`src/rtl/add64_seq_ctrl.sv`:
```
// Sequential W-bit adder that drives an external combinational RCA16 slice one 16-bit slice per cycle.
// Optional subtract support is compiled in when ADD64_SEQ_SUB_EN is defined.
module add64_seq_ctrl #(
   parameter int NSLICE = 4
) (
   input  logic                   clk,
   input  logic                   rst,
   input  logic                   start,
   input  logic [16*NSLICE-1:0]   a,
   input  logic [16*NSLICE-1:0]   b,
   input  logic                   cIn,
   input  logic                   sub,
   output logic                   busy,
   output logic                   done,
   output logic [16*NSLICE-1:0]   s,
   output logic                   cOut,
   output logic                   ovf,
   output logic [15:0]            slcA,
   output logic [15:0]            slcB,
   output logic                   slcCin,
   input  logic [15:0]            slcS,
   input  logic                   slcCout
);

   localparam int W     = 16 * NSLICE;
   localparam int IDX_W = (NSLICE > 1) ? $clog2(NSLICE) : 1;

   typedef enum logic [1:0] {IDLE, RUN, DONE} state_t;

   state_t             state, state_nxt;
   logic [W-1:0]       op_a, op_b;
   logic [W-1:0]       b_eff;
   logic               cin_eff;
   logic               carry;
   logic [IDX_W-1:0]   idx;
   logic [31:0]        lsb;
   logic               last;
   logic               accept;

   function automatic logic ovf_detect(input logic a_msb, input logic b_msb, input logic s_msb);
      return (a_msb == b_msb) && (s_msb != a_msb);
   endfunction

`ifdef ADD64_SEQ_SUB_EN
   // a - b is formed as a + ~b + 1; the caller's carry-in is overridden.
   assign b_eff   = sub ? ~b : b;
   assign cin_eff = sub | cIn;
`else
   logic sub_unused;
   assign sub_unused = sub;
   assign b_eff      = b;
   assign cin_eff    = cIn;
`endif

   assign accept = (state == IDLE) && start;
   assign last   = (idx == IDX_W'(NSLICE - 1));
   assign lsb    = 32'(idx) << 4;

   always_ff @(posedge clk) begin
      if (rst) state <= IDLE;
      else     state <= state_nxt;
   end

   always_comb begin
      state_nxt = state;
      case (state)
         IDLE:    if (start) state_nxt = RUN;
         RUN:     if (last)  state_nxt = DONE;
         DONE:    state_nxt = IDLE;
         default: state_nxt = IDLE;
      endcase
   end

   always_comb begin
      busy   = (state != IDLE);
      done   = (state == DONE);
      slcA   = '0;
      slcB   = '0;
      slcCin = 1'b0;
      if (state == RUN) begin
         slcA   = op_a[lsb +: 16];
         slcB   = op_b[lsb +: 16];
         slcCin = carry;
      end
   end

   // Operand latches: only written on an accepted start, so no reset needed.
   always_ff @(posedge clk) begin
      if (accept) begin
         op_a <= a;
         op_b <= b_eff;
      end
   end

   // Slice stage: capture the slice sum and ripple the carry into the next cycle.
   always_ff @(posedge clk) begin
      if (rst) begin
         carry <= 1'b0;
         idx   <= '0;
         s     <= '0;
         cOut  <= 1'b0;
         ovf   <= 1'b0;
      end else begin
         case (state)
            IDLE: begin
               if (start) begin
                  carry <= cin_eff;
                  idx   <= '0;
               end
            end
            RUN: begin
               s[lsb +: 16] <= slcS;
               carry        <= slcCout;
               idx          <= idx + IDX_W'(1);
               if (last) begin
                  cOut <= slcCout;
                  ovf  <= ovf_detect(op_a[W-1], op_b[W-1], slcS[15]);
               end
            end
            default: ;
         endcase
      end
   end

endmodule

```
`config.mk`:
```
export PLATFORM = sky130hd
export DESIGN_NAME = add64_seq_ctrl
export DESIGN_NICKNAME = d
export VERILOG_FILES = /design/src/rtl/add64_seq_ctrl.sv
export SDC_FILE = /design/constraint.sdc
export NUM_CORES = 1
export LEC_CHECK = 0
export ABC_AREA = 1
export CAP_MARGIN = 25
export CORE_MARGIN = 2
export CORE_UTILIZATION = 35
export DETAILED_ROUTE_END_ITERATION = 8
export GPL_TIMING_DRIVEN = 0
export PLACE_DENSITY = 0.69
export SYNTH_ARGS = -nofsm -noshare
export SYNTH_HDL_FRONTEND = slang
export SYNTH_SLANG_ARGS = --single-unit
```
`constraint.sdc`:
```
create_clock -name clk -period 5.9 [get_ports clk]
set_clock_uncertainty 0.15 [all_clocks]
set_input_delay 1.18 -clock clk [delete_from_list [all_inputs] [get_ports clk]]
set_output_delay 1.18 -clock clk [all_outputs]
set_load 0.05 [all_outputs]
```
# == After elaboration in Yosys (flattened, before gate mapping) ==
# Cells that the tools add are included.
# totals
out_inout_bits,101
register_bits,199
in_bits,150
# op_classes
eq_ne,7
mux,11
n_shift,4
n_reduce_logical,8
add_sub_neg,2
# op_table
op,n
64-bit by 7-bit indexed part select with 16-bit output,2
64-bit bitwise mux,1
"16-bit by 34-bit variable shift with 64-bit output, first input constant",1
16-bit by 34-bit indexed part select with 64-bit output,1
6-bit negator with 34-bit output,1
16-bit two-way mux,2
2-bit case mux with 2 select lines,2
2-bit two-way mux,3
2-bit AND reduction,3
"2-bit == test, second input constant",2
"2-bit inequality test, second input constant",2
2-bit nonzero test,2
"2-bit by 1-bit adder with 2-bit output, second input constant",1
"2-bit by 1-bit == test with 1-bit output, second input constant",1
1-bit logical AND,2
2-bit logical NOT,1
1-bit two-way mux,2
1-bit case mux with 2 select lines,1
1-bit == test,1
1-bit inequality test,1

# == Depth between registers and ports, before layout ==
# logic_depth
ltp_word,3
ltp_mapped,11
mapped_depth_nobuf,7

# == Least setup slack after synthesis ==
# OpenSTA, ideal clock, no wires.
# synth_timing
path_type,in2reg
from,input start
to,"register op_a[0], enable pin"
path_slack_ps,1552
t_arrival_ps,3716
cell_stages,2
setup_ps,482
cell_sequence,nand2_1 > inv_1
# synth_between
elab_chain_cells,1
# synth_lines
element,line,rtl
start: declaration,8,"input logic start,"
1-bit logical AND,55,assign accept = (state == IDLE) && start;
net accept,38,logic accept;
end signal: assignment,90,op_a <= a;
end: declaration,31,"logic [W-1:0] op_a, op_b;"
# The timed path passes the listed nets, and every way through them passes these cells.
# A chain may end at the register's enable or synchronous reset.

# == Worst setup path after layout ==
# layout_timing
from,register idx[1]
to,output slcA[12]
# layout_between
elab_chain_cells,2
# layout_lines
element,line,rtl
start: declaration,35,logic [IDX_W-1:0] idx;
start signal: assignment,114,idx <= idx + IDX_W'(1);
64-bit by 7-bit indexed part select with 16-bit output,81,slcA = op_a[lsb +: 16];
16-bit two-way mux,80,if (state == RUN) begin
end: declaration,18,"output logic [15:0] slcA,"
# Every way passes these cells.

==> flow_metrics.tcl <==
set metrics [dict create \
    synthAdderAreaFrac 0.00794 \
    path_max_fanout 12 \
    ys_ff_latch 199 \
    place_hpwl_mm 16.6 \
    vias 6322 \
    synthMuxAreaShare 0 \
    htreeDepth 4 \
    clock.fmax_mhz 242 \
    drt.antenna.violating_nets 0 \
    ctsResizeCount 0 \
    synth_simple_gate_area_frac 0.169 \
    worstSetupEndpointType "output pin" \
    num_antenna_cells 0 \
    ys_warn_count 0 \
    portBuffers 248 \
    hold_path_class "reg2reg" \
    whs_ns 0.314 \
    rsz0062_at_grt "no" \
    synth.avg_cell_area_sq_um 10.3 \
    routed_wl_mm 22.1 \
    post_cts_buffers 0 \
    setup_violations 0 \
    dp_cells 1298 \
    grt_max_degree 92 \
    peakVddDrop_mv 0.200 \
    crit_buf_inv 4 \
    synth_fp_nets 924 \
    drc 0 \
    ys_seq_area_frac 0.668 \
    critPathTopFamily "buffers and inverters" \
    die_y_um 154 \
    ys_top_cells_by_area "edfxtp_1 49%, dfxtp_1 18%, nor2_1 7.0%" \
    start_util 0.359 \
    insertion_delay_ns 0.43 \
    dieArea_sq_um 23700 \
    synth_xor_area_frac 0 \
    path_clk_slew_ns 0.07 \
    synth_compound_area_frac 0.108 \
    io-pin-count 251 \
    cp-start-kind "register" \
    cap_viol_max_count 0 \
    post-route-period-util 0.701 \
    yosys.area.top_type_share 0.488 \
    grt-ovfl-total 0 \
    gp_congestion 0.786 \
    cts_hold_buf 0 \
    die_x_um 154 \
    synth_top_family_by_area "simple AND/OR/NAND/NOR gates" \
    core_area_sq_um 22000 \
    cts_tree "done" \
    final.setup.tns_ns 0 \
    stdcell_count 1330 \
    outcome "completed" \
    synth_area_sq_um 7880 \
    finalCriticalPeriod_ns 4.14 \
    ys_types 23 \
    crit_chain "buf_2 > inv_1 > clkbuf_1 > nor2_1 > o21ai_0 > a21oi_1 > clkdlybuf4s50_1" \
    via_per_inst 4.75 \
    worst_pin_slew_ns 0.782 \
    area_growth_pct 44.0 \
    clock-sinks 199 \
    max_slew_margin 0.479 \
    slowest_stage "clkdlybuf4s50_1" \
    wl_per_cell_um 16.6 \
    slowest_delay_ns 0.83 \
    drv_slew 0 \
    yosys.area.top_type "edfxtp_1" \
    worst-setup-path-type "reg2out" \
    antenna_found_initial 0 \
    total_power_uw 3200 \
    grt.total_usage 0.186 \
    cts_buffers 17 \
    grt_pass1_vias 6257 \
    r2r_setup_slack_ns 3.21 \
    drive_gt1_frac 0.0705 \
    grt_pass1_wl_mm 33.6 \
    fin_nets 1192 \
    rows 54 \
    dr.pass1.iters 6 \
    leakage_uw 0.00396 \
    hold_viol_final 0 \
    clock_path_buffers 2 \
    p_per_area_nw_per_um2 282 \
    cp.required_ns 4.57 \
    synth_cells 769 \
    first_iter_violations 320 \
    critPathArrivalTime_ns 2.81 \
    root_buffer "clkbuf_16" \
]
-- path summary, 6_finish.rpt --
| kind | from | to | cells past startpoint |
|---|---|---|---|
| worst min register to register | s[19]$_SDFFE_PP0P_ | s[19]$_SDFFE_PP0P_ | 2 |
| worst max-delay path | idx[1]$_SDFFE_PP0P_ | slcA[12] | 7 |
| worst min-delay path | s[19]$_SDFFE_PP0P_ | s[19]$_SDFFE_PP0P_ | 2 |
| worst max register to register | idx[1]$_SDFFE_PP0P_ | s[12]$_SDFFE_PP0P_ | 10 |
-- per-stage QoR --
stage / setup WS (ns) / utilization / area, sq um
floorplan: 1.55 / - / 7880
CTS: 1.73 / 0.517 / 11400
detailed placement: 2.21 / 0.490 / 10700
global placement: 0.121 / 0.488 / 10700
global route: 1.57 / 0.517 / 11400
finish: 1.76 / 0.517 / 11400
-- cells in the mapped netlist --
library cell	number
nor2_1	147
inv_1	30
buf_1	1
edfxtp_1	128
a21oi_1	99
buf_6	5
nor3_2	7
nand2_1	142
buf_2	13
nor3_1	9
nand3_4	3
nand3_2	1
inv_4	1
ha_1	5
buf_4	6
inv_2	1
o21a_1	1
dfxtp_1	71
o211ai_1	2
clkbuf_1	22
o21ai_0	66
nor2_4	4
nand3_1	5
-- cells by family after synthesis --
logic type                 Yosys count
and+or+nand+nor                    318
DFF                                199
AOI/OAI and AO/OA                  168
buffers and inverters               79
adders and majority gates            5
-- power by group --
group          internal (uW)  switching, uW
Sequential              1560           18.5
Clock                    576            585
Combinational            185            280
Total                   2320            884
-- routing by layer --
metal,vias to the layer above,routed length [um],part of all wire,GRT usage
met5,-,0,0,0
met4,0,280,0.013,0.0490
met3,23,2230,0.10,0.0733
met2,258,10700,0.49,0.321
met1,2922,8870,0.40,0.215
li1,3119,-,-,-
-- worst reg2reg max path: cells and delay by family (launching register included) --
kind / cells / cell delay [ns]
AND/OR/NAND/NOR: 3 / 0.43
flip-flops: 1 / 0.33
AO/OA/AOI/OAI: 1 / 0.12
buffers and inverters: 5 / 1.18
adder cells (fa/ha/maj): 1 / 0.41
-- cells in the final DEF, fill, tap and decap left out, drive strengths merged --
cell and instances:
o21a 1, o211ai 2, ha 5, clkinv 7
clkdlybuf4s50 248, inv 39, clkbuf 40, nand3 9
buf 26, edfxtp 128, o21ai 66, nor3 16
nor2 151, a21oi 99, nand2 142, dfxtp 71
-- flip-flops by register name, summed over array words and instances (netlist names) --
register	count
op_b	64
state	2
op_a	64
idx	2
ovf	1
carry	1
cOut	1
s	64
-- layout make-up --
type,instances,area [sq um]
clock buffer,18,429
sequential,199,5270
buffer,47,253
fill,1996,10600
multi-input combinational,491,2240
tap,280,350
timing repair buffer,249,2510
clock inverter,14,173
inverter,32,128
Power figures use the tool's default switching activity.
